--- config.mk ---
export PLATFORM = sky130hd
export DESIGN_NAME = prog_delay_line
export DESIGN_NICKNAME = d
export VERILOG_FILES = /design/src/rtl/delay_pkg.sv /design/src/rtl/delay_stage.sv /design/src/rtl/prog_delay_line.sv
export SDC_FILE = /design/constraint.sdc
export NUM_CORES = 1
export LEC_CHECK = 0
export ABC_CLOCK_PERIOD_IN_PS = 2800
export CORE_ASPECT_RATIO = 2
export CORE_MARGIN = 10
export CORE_UTILIZATION = 60
export CTS_CLUSTER_SIZE = 28
export DETAILED_ROUTE_END_ITERATION = 8
export PLACE_DENSITY = 0.78
export SLEW_MARGIN = 0
export SYNTH_ARGS = -nofsm -noshare
export SYNTH_HDL_FRONTEND = slang
export SYNTH_SLANG_ARGS = --single-unit
--- constraint.sdc ---
create_clock -name clk -period 2.8 [get_ports clk]
set_input_delay 0.28 -clock clk [delete_from_list [all_inputs] [get_ports clk]]
set_output_delay 0.28 -clock clk [all_outputs]
set_load 0.05 [all_outputs]
--- src/rtl/delay_pkg.sv ---
// Shared constants, stage record type and a constant-evaluable clog2 for the
// programmable delay line.
package delay_pkg;

    localparam int DEF_WIDTH   = 16;
    localparam int DEF_MAX_DLY = 16;

    typedef struct packed {
        logic                 vld;
        logic [DEF_WIDTH-1:0] data;
    } stage_t;

    // Number of bits needed to encode the values 0..v-1.
    function automatic int clog2(input int v);
        int r;
        r = 0;
        for (int i = 0; i < 31; i++) begin
            if ((1 << i) < v) begin
                r = i + 1;
            end
        end
        return r;
    endfunction

endpackage

--- src/rtl/delay_stage.sv ---
// One delay-line stage: a {vld, data} register with load enable, a valid-only
// clear, and synchronous active-low reset.
module delay_stage #(
    parameter int WIDTH = 16
) (
    input  logic             clk,
    input  logic             rst_n,
    input  logic             ld_i,
    input  logic             vclr_i,
    input  logic             vld_i,
    input  logic [WIDTH-1:0] data_i,
    output logic             vld_o,
    output logic [WIDTH-1:0] data_o
);

    logic             vld_q;
    logic [WIDTH-1:0] data_q;

    // A load takes its valid from the upstream side, which already folds in any
    // clear; a plain clear drops only the valid tag and keeps the data.
    always_ff @(posedge clk) begin
        if (!rst_n) begin
            vld_q  <= 1'b0;
            data_q <= '0;
        end else if (ld_i) begin
            vld_q  <= vld_i;
            data_q <= data_i;
        end else if (vclr_i) begin
            vld_q  <= 1'b0;
        end
    end

    assign vld_o  = vld_q;
    assign data_o = data_q;

endmodule

--- src/rtl/prog_delay_line.sv ---
// Runtime-programmable delay line: MAX_DLY shift stages with valid tags, a
// clamped delay select, stall, flush and a zero-delay combinational bypass.
module prog_delay_line
    import delay_pkg::*;
#(
    parameter int WIDTH   = DEF_WIDTH,
    parameter int MAX_DLY = DEF_MAX_DLY,
    parameter int DW      = clog2(MAX_DLY + 1)
) (
    input  logic             clk,
    input  logic             rst_n,
    input  logic             en,
    input  logic             clr,
    input  logic [DW-1:0]    dly_sel,
    input  logic [WIDTH-1:0] din,
    input  logic             din_vld,
    output logic [WIDTH-1:0] dout,
    output logic             dout_vld,
    output logic             dly_err
);

    localparam logic [DW-1:0] MAX_Q = DW'(MAX_DLY);

    logic [DW-1:0]    dly_q;
    logic [DW-1:0]    dly_d;
    logic             dly_err_q;
    logic             over;
    logic             chg;
    logic             shift_en;
    logic             vclr;
    logic             tap_vld;
    logic [WIDTH-1:0] tap_data;

    logic             in_vld   [MAX_DLY];
    logic [WIDTH-1:0] in_data  [MAX_DLY];
    logic             stg_vld  [MAX_DLY];
    logic [WIDTH-1:0] stg_data [MAX_DLY];

    assign over     = (dly_sel > MAX_Q);
    assign dly_d    = over ? MAX_Q : dly_sel;
    assign chg      = (dly_d != dly_q);
    assign shift_en = en & ~clr;
    assign vclr     = clr | chg;

    always_ff @(posedge clk) begin
        if (!rst_n) begin
            dly_q     <= '0;
            dly_err_q <= 1'b0;
        end else begin
            dly_q     <= dly_d;
            dly_err_q <= over;
        end
    end

    // On a delay change every in-flight tag is killed, but the head stage still
    // accepts the word presented at the change edge.
    for (genvar i = 0; i < MAX_DLY; i++) begin : g_stage
        if (i == 0) begin : g_head
            assign in_vld[i]  = din_vld;
            assign in_data[i] = din;
        end else begin : g_body
            assign in_vld[i]  = stg_vld[i-1] & ~chg;
            assign in_data[i] = stg_data[i-1];
        end

        delay_stage #(
            .WIDTH (WIDTH)
        ) u_stage (
            .clk    (clk),
            .rst_n  (rst_n),
            .ld_i   (shift_en),
            .vclr_i (vclr),
            .vld_i  (in_vld[i]),
            .data_i (in_data[i]),
            .vld_o  (stg_vld[i]),
            .data_o (stg_data[i])
        );
    end

    always_comb begin
        tap_vld  = 1'b0;
        tap_data = '0;
        for (int i = 0; i < MAX_DLY; i++) begin
            if (dly_q == DW'(i + 1)) begin
                tap_vld  = stg_vld[i];
                tap_data = stg_data[i];
            end
        end
    end

    // Outputs are forced low during reset so the bypass cannot leak din.
    always_comb begin
        dout     = '0;
        dout_vld = 1'b0;
        if (rst_n) begin
            if (dly_q == '0) begin
                dout     = din;
                dout_vld = din_vld & en;
            end else begin
                dout     = tap_data;
                dout_vld = tap_vld;
            end
        end
    end

    assign dly_err = rst_n & dly_err_q;

endmodule

* Word-level counts from Yosys, hierarchy flattened
Index checks and enable logic that the tools add are counted.
W data, S select, Z words.
** Word-level totals
- Output and inout port bits :: 18
- Bits in registers :: 278
- Logic and storage cells :: 129
** Cells by class
- Multiplexer cells :: 54
- Reduce and logical (&&, ||, !) cells :: 2
- Magnitude comparators :: 1
- Bitwise operators :: 21
- Eq/ne operators :: 17
** Operators with widths (count)
- $mux W16 :: 18
- $eq A5 B4 Y1 const B :: 8
- $mux W1 :: 35
- $eq A5 B3 Y1 const B :: 4
- $and A1 B1 Y1 :: 18
- $eq A5 B2 Y1 const B :: 2
- $eq A5 B1 Y1 const B :: 1
- $eq A5 B5 Y1 const B :: 1
- $gt A5 B5 Y1 const B :: 1
- $logic_not A5 Y1 :: 1
- $mux W5 :: 1
- $ne A5 B5 Y1 :: 1
- $not A1 Y1 :: 2
- $reduce_bool A2 Y1 :: 1
- $or A1 B1 Y1 :: 1

* Depth between registers and ports, before layout
Gate-level depths: netlist of the first run.
- Word-level depth :: 19
- Depth in mapped cells :: 9

* By module
Synthesis of the first run repeated with hierarchy kept, for this count alone.
** Unflattened totals
- Cells, all modules :: 1356
- Area, all modules :: 13754.4 um2
** By module, submodules not included
- delay_stage :: cells an instance 54, seq. area each 340.3 um2, times used 16, area each 654.4 um2
- prog_delay_line :: cells an instance 492, seq. area each 120.1 um2, times used 1, area each 3284.4 um2

* Least setup slack after synthesis of the first run
OpenSTA, ideal clock, no wires.
- Path kind :: register -> output
- Start point :: reg dly_q[0]
- End point :: out dout[5]
- Slack :: -0.053 ns
- Buffers on the path :: 3
- Data arrival time :: 2.573 ns
- Stages on the path, launching flop included :: 9
- Required time :: 2.520 ns
- Path through :: dfxtp_1 buf_4 buf_6 buf_6 nor2_1 nor4b_2 a31oi_1 o31a_1 o32ai_1
** Between the ends
- Cells in the longest elaborated chain, start to end :: 19
- Elaborated cells on any way between the ends :: 35
** Ends and longest elaborated chain
- from (decl) :: line prog_delay_line.sv:24 : logic [DW-1:0] dly_q;
- from (signal assigned) :: line prog_delay_line.sv:50 : dly_q <= dly_d;
- $eq A5 B1 Y1 :: line prog_delay_line.sv:84 : if (dly_q == DW'(i + 1)) begin
- $mux W16 (16 in series) :: line prog_delay_line.sv:84
- $mux W16 * :: line prog_delay_line.sv:96 : if (dly_q == '0) begin
- $mux W16 * :: line prog_delay_line.sv:95 : if (rst_n) begin
- to (decl) :: line prog_delay_line.sv:17 : output logic [WIDTH-1:0] dout,
Mark *: on every way between the ends. The rest lies on a longest branch, timed or not.

* Worst setup path in the final report of the first run
- Start point :: reg dly_q[1]
- End point :: out dout[5]
The elaborated chain is that of the path after synthesis.

==> impl_metrics.toml, run 1 <==
[outcome]
status = "complete, but fails checks"
violations = "negative setup slack"

[layout]
fin_area_um2 = 15500
antenna_cells = 0
mostFrequentLayoutCell = "nand2_1"
nNetsFinal = 1745
final_cell_mix = "532 x nand2_1, 298 x a21oi_1, 273 x dfxtp_1"
final_cells = 2006
area_growth_pct = 21.5
final_layout_size_suffix_gt1_share_pct = 17.2

[clocking]
numCtsBuffers = 25
cts_max_level = 1
clock-sinks = 278
path_clk_slew_ns = 0.07
clock_latency_ns = 0.55
holdBufCountCts = 0
clock-root-buffer = "clkbuf_16"
cts_buffer_depth = 3
tritoncts = "yes"

[power]
p_leak_uw = 0.00511
cellPowerDensity_nw_per_um2 = 548
finalPower_uw = 8500
ir_drop_uv = 583

[synthesis]
synthMuxAreaShare_pct = 5.44
yosysTopAreaCellShare_pct = 43.6
ys_seq_area_share_pct = 43.6
async_flop_share_pct = 0
synth-simple-area-share_pct = 22.6
netlist_instances = 1671
synth_cell_types = 82
synth_top_family_by_area = "compound AO/OA/AOI/OAI gates"
ys.flop_type = "dfxtp_1"
synth_warnings = 0
ys_top_cells_by_area = "dfxtp_1 44%, nand2_1 16%, a21oi_1 12%"
syn_area_um2 = 12800
yosys.area.top_type = "dfxtp_1"
synth_compound_area_share_pct = 22.9
synth_xor_area_share_pct = 0.137
synth_fp_nets = 1697
synth_edf_count = 0
synth_area_per_cell_um2 = 7.64
yosys_register_bits = 278
synth_fa_ha_area_share_pct = 0

[timing]
period_share_pct = 104
hold_violations = 0
slew_headroom_pct = 34.9
tightestPinTransition_ns = 0.976
max_freq_mhz = 343
setup_ws_ns = -0.113
final_max_slew_viol_count = 0
setup_viol = 12
fin_skew_ns = 0.0142
period_minus_slack_ns = 2.91
rsz0062_at_grt = "yes"

[die]
core-area_um2 = 20900
ios = 44
die_x_um = 123
die-area_um2 = 27900
rows = 75
die_h_um = 226
initial_utilization_pct = 61.0

[global_route]
grt_pass1_vias = 12000
met2_usage_pct = 48.2
grt_max_degree = 95
busiest_layer = "met2"
groute.usage.overall_pct = 30.0
antenna_found_initial = 0
grt_pass1_wl_um = 66000
gr-total-overflow = 0
met1_usage_pct = 32.2
grtUsageMet3_pct = 6.85

[critical_path]
cp_data_required_time_ns = 2.52
cp_max_fo = 8
crit_chain = "buf_6 -> or3b_4 -> a21oi_4 -> buf_4 -> a211oi_1 -> o31a_1 -> o32ai_4 -> buf_12"
end_kind = "output pin"
crit_buf_inv = 3
cp_top_family = "compound AO/OA/AOI/OAI gates"
critical_path_class = "reg -> out"
cp_slowest_cell = "or3b_4"
cp.arrival_ns = 2.63
crit_path_start_kind = "register"
slowest_delay_ns = 0.44

[route]
routedWlPerCell_um = 21.6
vias = 12800
drtPass1Iterations = 6
routed_wl_um = 43200
drc = 0
ant_nets = 0
viasPerCell = 6.38
first_iter_violations = 1593

[hold_path]
hp-class = "in -> reg"

[place]
dp_hpwl_um = 28000
dpl_cell_area_um2 = 13800
io_buffers = 43
place.gp.congestion = 1.03
dp_cells = 1923

[run]
cap_violations = 0
## worst paths after layout
path,startpoint,to,slack [ns],cells after the start
setup / recovery,dly_q[1],dout[5],-0.11,8
hold / removal,din[14],g_stage[0].u_stage.data_o[14],0.32,3
setup reg to reg,dly_q[1],g_stage[0].u_stage.vld_o,0.67,7
hold reg to reg,g_stage[15].u_stage.data_o[6],g_stage[15].u_stage.data_o[6],0.46,2
## flip-flops by register name (all words and copies together), names as in the netlist
signal and cells:
dly_err_q 1, dly_q 5, g_stage.u_stage.data_o 256, g_stage.u_stage.vld_o 16
## synth_stat cells (all sizes together) (5+ instances only)
cell,count
o31ai,5
a2bb2oi,5
and3,5
inv,10
nor2,46
nand2b,10
a22oi,16
buf,48
a31oi,7
nand3,11
mux2i,39
mux4,5
o22ai,17
nand2,535
nor3,23
dfxtp,278
o211ai,6
a32oi,8
and2,10
o2bb2ai,6
a221oi,6
a211oi,9
o221ai,9
o21a,5
o21ai,53
clkbuf,94
a21oi,306
nor2b,10
mux2,17
## through the flow
step / utilization, % / TNS (ns) / hold WS (ns) / setup WS, ns
4_1_cts: 72.1 / -0.506 / 0.323 / -0.0871
6_report: 74.1 / -0.595 / 0.324 / -0.113
2_1_floorplan: - / 0 / 0.402 / 0.0482
3_5_place_dp: 66.0 / 0 / 0.448 / 0.0584
5_1_grt: 74.1 / -1.24 / 0.357 / -0.139
3_3_place_gp: 66.0 / 0 / 0.443 / 0.0607
## cell families (layout without fill, tap and decap cells)
family,Yosys count,in the layout
buffers and inverters,153,219
multiplexers,61,61
flip-flops,278,278
AO/OA/AOI/OAI,497,497
XOR/XNOR,2,2
AND/OR/NAND/NOR,680,680
## where the power goes
| part | internal (µW) | switching (µW) | leakage (µW) |
|---|---|---|---|
| Clock | 1920 | 1570 | 0.000400 |
| Sequential | 3970 | 30.9 | 0.00224 |
| Combinational | 374 | 632 | 0.00246 |
## area by class of cell
class                           instances  area [µm²]
Tap cell                              269         337
Fill cell                            1579        5420
Sequential cell                       278        5580
Clock inverter                         13         135
Timing Repair Buffer                  163        1780
Clock buffer                           32         682
Multi-Input combinational cell       1240        6940
Inverter                               11        50.0
## layer usage
layer / part of all wire, % / vias up / routed length, µm
met3: 8.7 / 259 / 3760
met2: 48 / 687 / 20600
met5: 0 / - / 0
met4: 10 / 0 / 4410
met1: 33 / 6006 / 14500
li1: - / 5855 / -
## repair_timing
action | 4_1_cts | 5_1_grt
setup endpoints to repair | 17 | 17
pin swaps | 22 | 25
buffers inserted | 24 | 12
gates resized for setup | 71 | 63
hold endpoints to repair | 0 | 0
gates cloned | 0 | 3
## worst register-to-register path, stage by stage, from the launching register on
cell	delay [ns]
dfxtp_4	0.48
buf_6	0.20
clkinv_2	0.17
buf_4	0.23
xnor2_1	0.14
nor2_1	0.12
nand4_2	0.38
o31ai_1	0.33
(Power assumes the default switching activity.)
==> run 2, diff against run 1 <==
CTS_BUF_LIST = sky130_fd_sc_hd__clkbuf_8 sky130_fd_sc_hd__clkbuf_16   (was default)
==> run 2 against run 1 <==
  * The flow still finishes with violations (negative setup slack)
  * Die area did not move
  * First-iteration DRC count decreased by 0.50%
  * Total power fell by 0.16%
  * Clock power is essentially flat
  * Clock-buffer cell count shrank 4
  * Register-to-register slack hardly changed
  * Combinational power about the same
  * Cell count did not move
  * Non-clock buffer count did not move
  * Sequential share of layout area unchanged
  * Sequential power barely moved
  * Critical path type unchanged
  * Largest cell class unchanged
==> impl_metrics.toml, run 2 (synthesized netlist as in run 1, its figures left out) <==
[place]
dp_cells = 1923
io_buffers = 43
preCtsSetupSlack_ns = 0.0584
place.gp.congestion = 1.03
dp_hpwl_um = 28000

[critical_path]
rrSetupSlack_ns = 0.68
end_kind = "output pin"
crit_path_start_kind = "register"
cp_max_fo = 8
critical_path_class = "reg -> out"
cp_data_required_time_ns = 2.52
cp-startpoint = "dly_q[1]"
r2r-start = "dly_q[1]"
worst-r2r-cell-count = 7
r2r_end = "g_stage[0].u_stage.vld_o"
cp.arrival_ns = 2.64

[die]
die_h_um = 226
die-area_um2 = 27900
core-area_um2 = 20900
initial_utilization_pct = 61.0
die_x_um = 123
ios = 44
rows = 75

[timing]
max_freq_mhz = 343
tightestPinTransition_ns = 0.986
fin_skew_ns = 0.0166
slew_headroom_pct = 34.3
period_share_pct = 104
period_minus_slack_ns = 2.92
final_max_slew_viol_count = 0
hold_violations = 0
setup_viol = 11
rsz0062_at_grt = "yes"
setup_ws_ns = -0.119

[power]
ir_drop_uv = 575
p_leak_uw = 0.00512
cellPowerDensity_nw_per_um2 = 548

[clocking]
numCtsBuffers = 25
path_clk_slew_ns = 0.07
tritoncts = "yes"
holdBufCountCts = 0
cts_max_level = 1
clock-sinks = 278
clock_latency_ns = 0.55
clock-root-buffer = "clkbuf_16"
cts_buffer_depth = 3

[run]
cap_violations = 0

[global_route]
antenna_found_initial = 0
grt_pass1_vias = 12000
grt_pass1_wl_um = 66000
groute.usage.overall_pct = 30.0
gr-total-overflow = 0
grt_max_degree = 95

[layout]
final_layout_size_suffix_gt1_share_pct = 17.2
mostFrequentLayoutCell = "nand2_1"
antenna_cells = 0
area_growth_pct = 21.5
nNetsFinal = 1745
final_cell_mix = "532 x nand2_1, 298 x a21oi_1, 273 x dfxtp_1"
final_cells = 2006
largest_reg_flops = 256

[route]
routed_wl_um = 43200
viasPerCell = 6.39
ant_nets = 0
routedWlPerCell_um = 21.5
drc = 0
first_iter_violations = 1585
vias = 12800
drtPass1Iterations = 6

[hold_path]
hold_start = "din[14]"
hold_depth = 3
hp-class = "in -> reg"
holdPathEnd = "g_stage[0].u_stage.data_o[14]"

[outcome]
violations = "negative setup slack"
status = "complete, but fails checks"
[run 2: changes by cell type in the layout (fill, tap and decap cells not counted)]
| cell | delta |
|---|---|
| inv_1 | +4 |
| clkbuf_1 | -4 |
[run 2: critical path, cell delays in order (launching register included)]
cell and delay, ns:
dfxtp_4 0.42, buf_6 0.17, or3b_4 0.44, a21oi_4 0.23
buf_4 0.14, a211oi_1 0.04, o31a_1 0.15, o32ai_4 0.29
buf_12 0.18
[run 2: routing by layer]
metal / vias up / track usage [%] / share of wire (%)
li1: 5857 / - / -
met3: 264 / 6.85 / 8.7
met2: 708 / 48.2 / 48
met1: 5998 / 32.2 / 33
met5: - / 0 / 0
met4: 0 / 25.4 / 10
[run 2: area by class of cell]
class	instances	area, µm²
Multi-Input combinational cell	1240	6940
Sequential cell	278	5580
Fill cell	1579	5420
Timing Repair Buffer	163	1780
Clock buffer	28	667
Tap cell	269	337
Clock inverter	17	150
Inverter	11	50.0
[run 2: worst max path at each step]
stage | to | depth (start not counted)
floorplan | dout[2] | 8
global placement | dout[5] | 8
detailed placement | dout[5] | 8
CTS | dout[7] | 7
global route | dout[14] | 8
finish | dout[5] | 8
[run 2: where the power goes]
| part | leakage, µW | switching, µW | internal, µW |
|---|---|---|---|
| logic | 0.00246 | 632 | 374 |
| registers | 0.00224 | 31.1 | 3970 |
| clock network | 0.000417 | 1580 | 1910 |
[run 2: per-stage QoR]
stage                     hold WS (ns)  area [µm²]  setup TNS (ns)  util (%)  total power, µW
after floorplan                  0.402       12800               0         -             4580
after global placement           0.443       13800               0      66.0             4940
after detailed placement         0.448       13800               0      66.0             4940
after CTS                        0.323       15100          -0.508      72.1             8420
after global routing             0.357       15500           -1.25      74.1             8700
final                            0.326       15500          -0.612      74.1             8490
[run 2: timing repair]
action	in CTS	in global routing
setup endpoints to repair	17	17
gates resized for setup	71	63
gates cloned	0	3
buffers inserted	24	12
pin swaps	22	25
==> run 3, diff against run 2 <==
GPL_TIMING_DRIVEN = 1   (was default)
PLACE_DENSITY = 0.8   (was 0.78)
==> run 3 against run 2 <==
  * The run still ends with negative setup slack left
  * Via count grew 1.6%
  * Die area is the same
  * Sequential share of layout area shrank 0.076 points
  * Sequential cell count is the same
  * Register-to-register slack gained 0.04 ns
  * Clock-buffer cell count grew 3
  * Utilization grew 0.16 points
  * Critical path depth grew 1
  * Non-clock buffer count shrank 8
  * First-iteration DRC count grew 12%
  * Maximum frequency grew 1.5%
  * Clock power is essentially flat
  * Largest power group unchanged
==> impl_metrics.toml, run 3 (synthesized netlist as in run 1, its figures left out) <==
[outcome]
status = "complete, but fails checks"
violations = "negative setup slack"

[layout]
largest_reg_flops = 256
fillers = 1459
area_growth_pct = 21.7
final_layout_size_suffix_gt1_share_pct = 16.5
nNetsFinal = 1737
final_cell_mix = "533 x nand2_1, 300 x a21oi_1, 273 x dfxtp_1"
antenna_cells = 0
mostFrequentLayoutCell = "nand2_1"

[place]
io_buffers = 43
place.gp.congestion = 1.02
dp_hpwl_um = 27600

[critical_path]
critical_path_class = "reg -> out"
cp_common_cell = "buf_6"
crit_path_start_kind = "register"
crit_chain = "buf_12 -> buf_8 -> or2_4 -> nor2_2 -> buf_6 -> a22oi_1 -> a21oi_1 -> a41o_1 -> buf_6"
end_kind = "output pin"
crit_buf_inv = 4
slowest_delay_ns = 0.40
cp.arrival_ns = 2.60
cp_slowest_cell = "dfxtp_4"
cp_data_required_time_ns = 2.52
cp_max_fo = 10
cp_top_family = "buffers and inverters"

[global_route]
gr-total-overflow = 0
grt_pass1_vias = 12000
groute.usage.overall_pct = 29.4
antenna_found_initial = 0
grt_max_degree = 91
grt_pass1_wl_um = 64900

[route]
ant_nets = 0
routedWlPerCell_um = 22.0
viasPerCell = 6.52
first_iter_violations = 1770
drc = 0
routed_wl_um = 44000
drtPass1Iterations = 8
vias = 13000

[die]
die_x_um = 123
initial_utilization_pct = 61.0
ios = 44
rows = 75
die-area_um2 = 27900
die_h_um = 226
core-area_um2 = 20900

[clocking]
clock_latency_ns = 0.55
path_clk_slew_ns = 0.07
tritoncts = "yes"
holdBufCountCts = 0
cts_max_level = 1
clock-sinks = 278
numCtsBuffers = 25
cts_buffer_depth = 3
clock-root-buffer = "clkbuf_16"

[power]
finalPower_uw = 8520
cellPowerDensity_nw_per_um2 = 548
ir_drop_uv = 667
p_leak_uw = 0.00511

[timing]
setup_ws_ns = -0.0760
fin_skew_ns = 0.0107
slew_headroom_pct = 37.0
setup_viol = 12
whs_ns = 0.333
rsz0062_at_grt = "yes"
period_minus_slack_ns = 2.88
final_max_slew_viol_count = 0
tightestPinTransition_ns = 0.946
max_freq_mhz = 348
period_share_pct = 103
hold_violations = 0

[hold_path]
hp-class = "in -> reg"

[run]
cap_violations = 0
run 3: changes by cell type in the layout (fill, tap and decap cells not counted), sizes merged:
cell      change
bufinv        -1
clkbuf        +2
buf           -8
inv           -4
bufbuf        +1
clkinvlp      +2
run 3: worst paths after layout:
| path | start | to | slack (ns) | cells after the start |
|---|---|---|---|---|
| setup / recovery | dly_q[0] | dout[6] | -0.08 | 9 |
| hold / removal | din[14] | g_stage[0].u_stage.data_o[14] | 0.33 | 3 |
| setup reg to reg | dly_q[0] | g_stage[0].u_stage.vld_o | 0.72 | 8 |
| hold reg to reg | g_stage[13].u_stage.data_o[11] | g_stage[14].u_stage.data_o[11] | 0.46 | 2 |
run 3: worst register-to-register path: stages, from the launching register on:
cell and delay, ns:
dfxtp_4 0.40, buf_12 0.16, buf_4 0.15, nor2_1 0.16, buf_4 0.21, o21ai_0 0.10
o21ai_1 0.11, nand4_2 0.38, o31ai_1 0.32
run 3: metrics by stage:
step	instance area [µm²]	TNS [ns]	util, %	cells	worst slack, ns
final	15500	-0.418	74.3	1998	-0.0760
after global routing	15500	-1.30	74.3	1998	-0.225
after CTS	15000	-0.322	71.6	1970	-0.0816
after detailed placement	13800	0	65.9	1913	0.0924
after global placement	13800	0	65.9	1913	0.203
after floorplan	12800	0	-	1671	0.0482
run 3: final cells by class:
| cell class | count | area (µm²) | share of cell area, % |
|---|---|---|---|
| Multi-Input combinational cell | 1240 | 6920 | 44.5 |
| Sequential cell | 278 | 5580 | 35.9 |
| Timing Repair Buffer | 155 | 1820 | 11.7 |
| Clock buffer | 31 | 719 | 4.63 |
| Tap cell | 269 | 337 | 2.17 |
| Clock inverter | 14 | 109 | 0.700 |
| Inverter | 11 | 52.6 | 0.338 |
run 3: where the power goes:
group | internal (µW) | switching, µW | total (µW)
logic | 387 | 649 | 1040
clock network | 1920 | 1570 | 3490
registers | 3970 | 29.1 | 4000
run 3: layer usage:
layer,part of all wire (%),wire [µm],vias to the layer above,global-route usage [%]
li1,-,-,5847,-
met1,34,14800,6129,32.2
met2,48,21300,783,49.1
met3,8.9,3910,272,5.06
met4,9.0,3970,0,21.9
met5,0,0,-,0
run 3: timing repair:
item                       4_1_cts  5_1_grt
resized for setup               54       79
setup buffers                   11       28
setup endpoints to repair       17       17
gates cloned                     1        2
pin swaps                       16       33
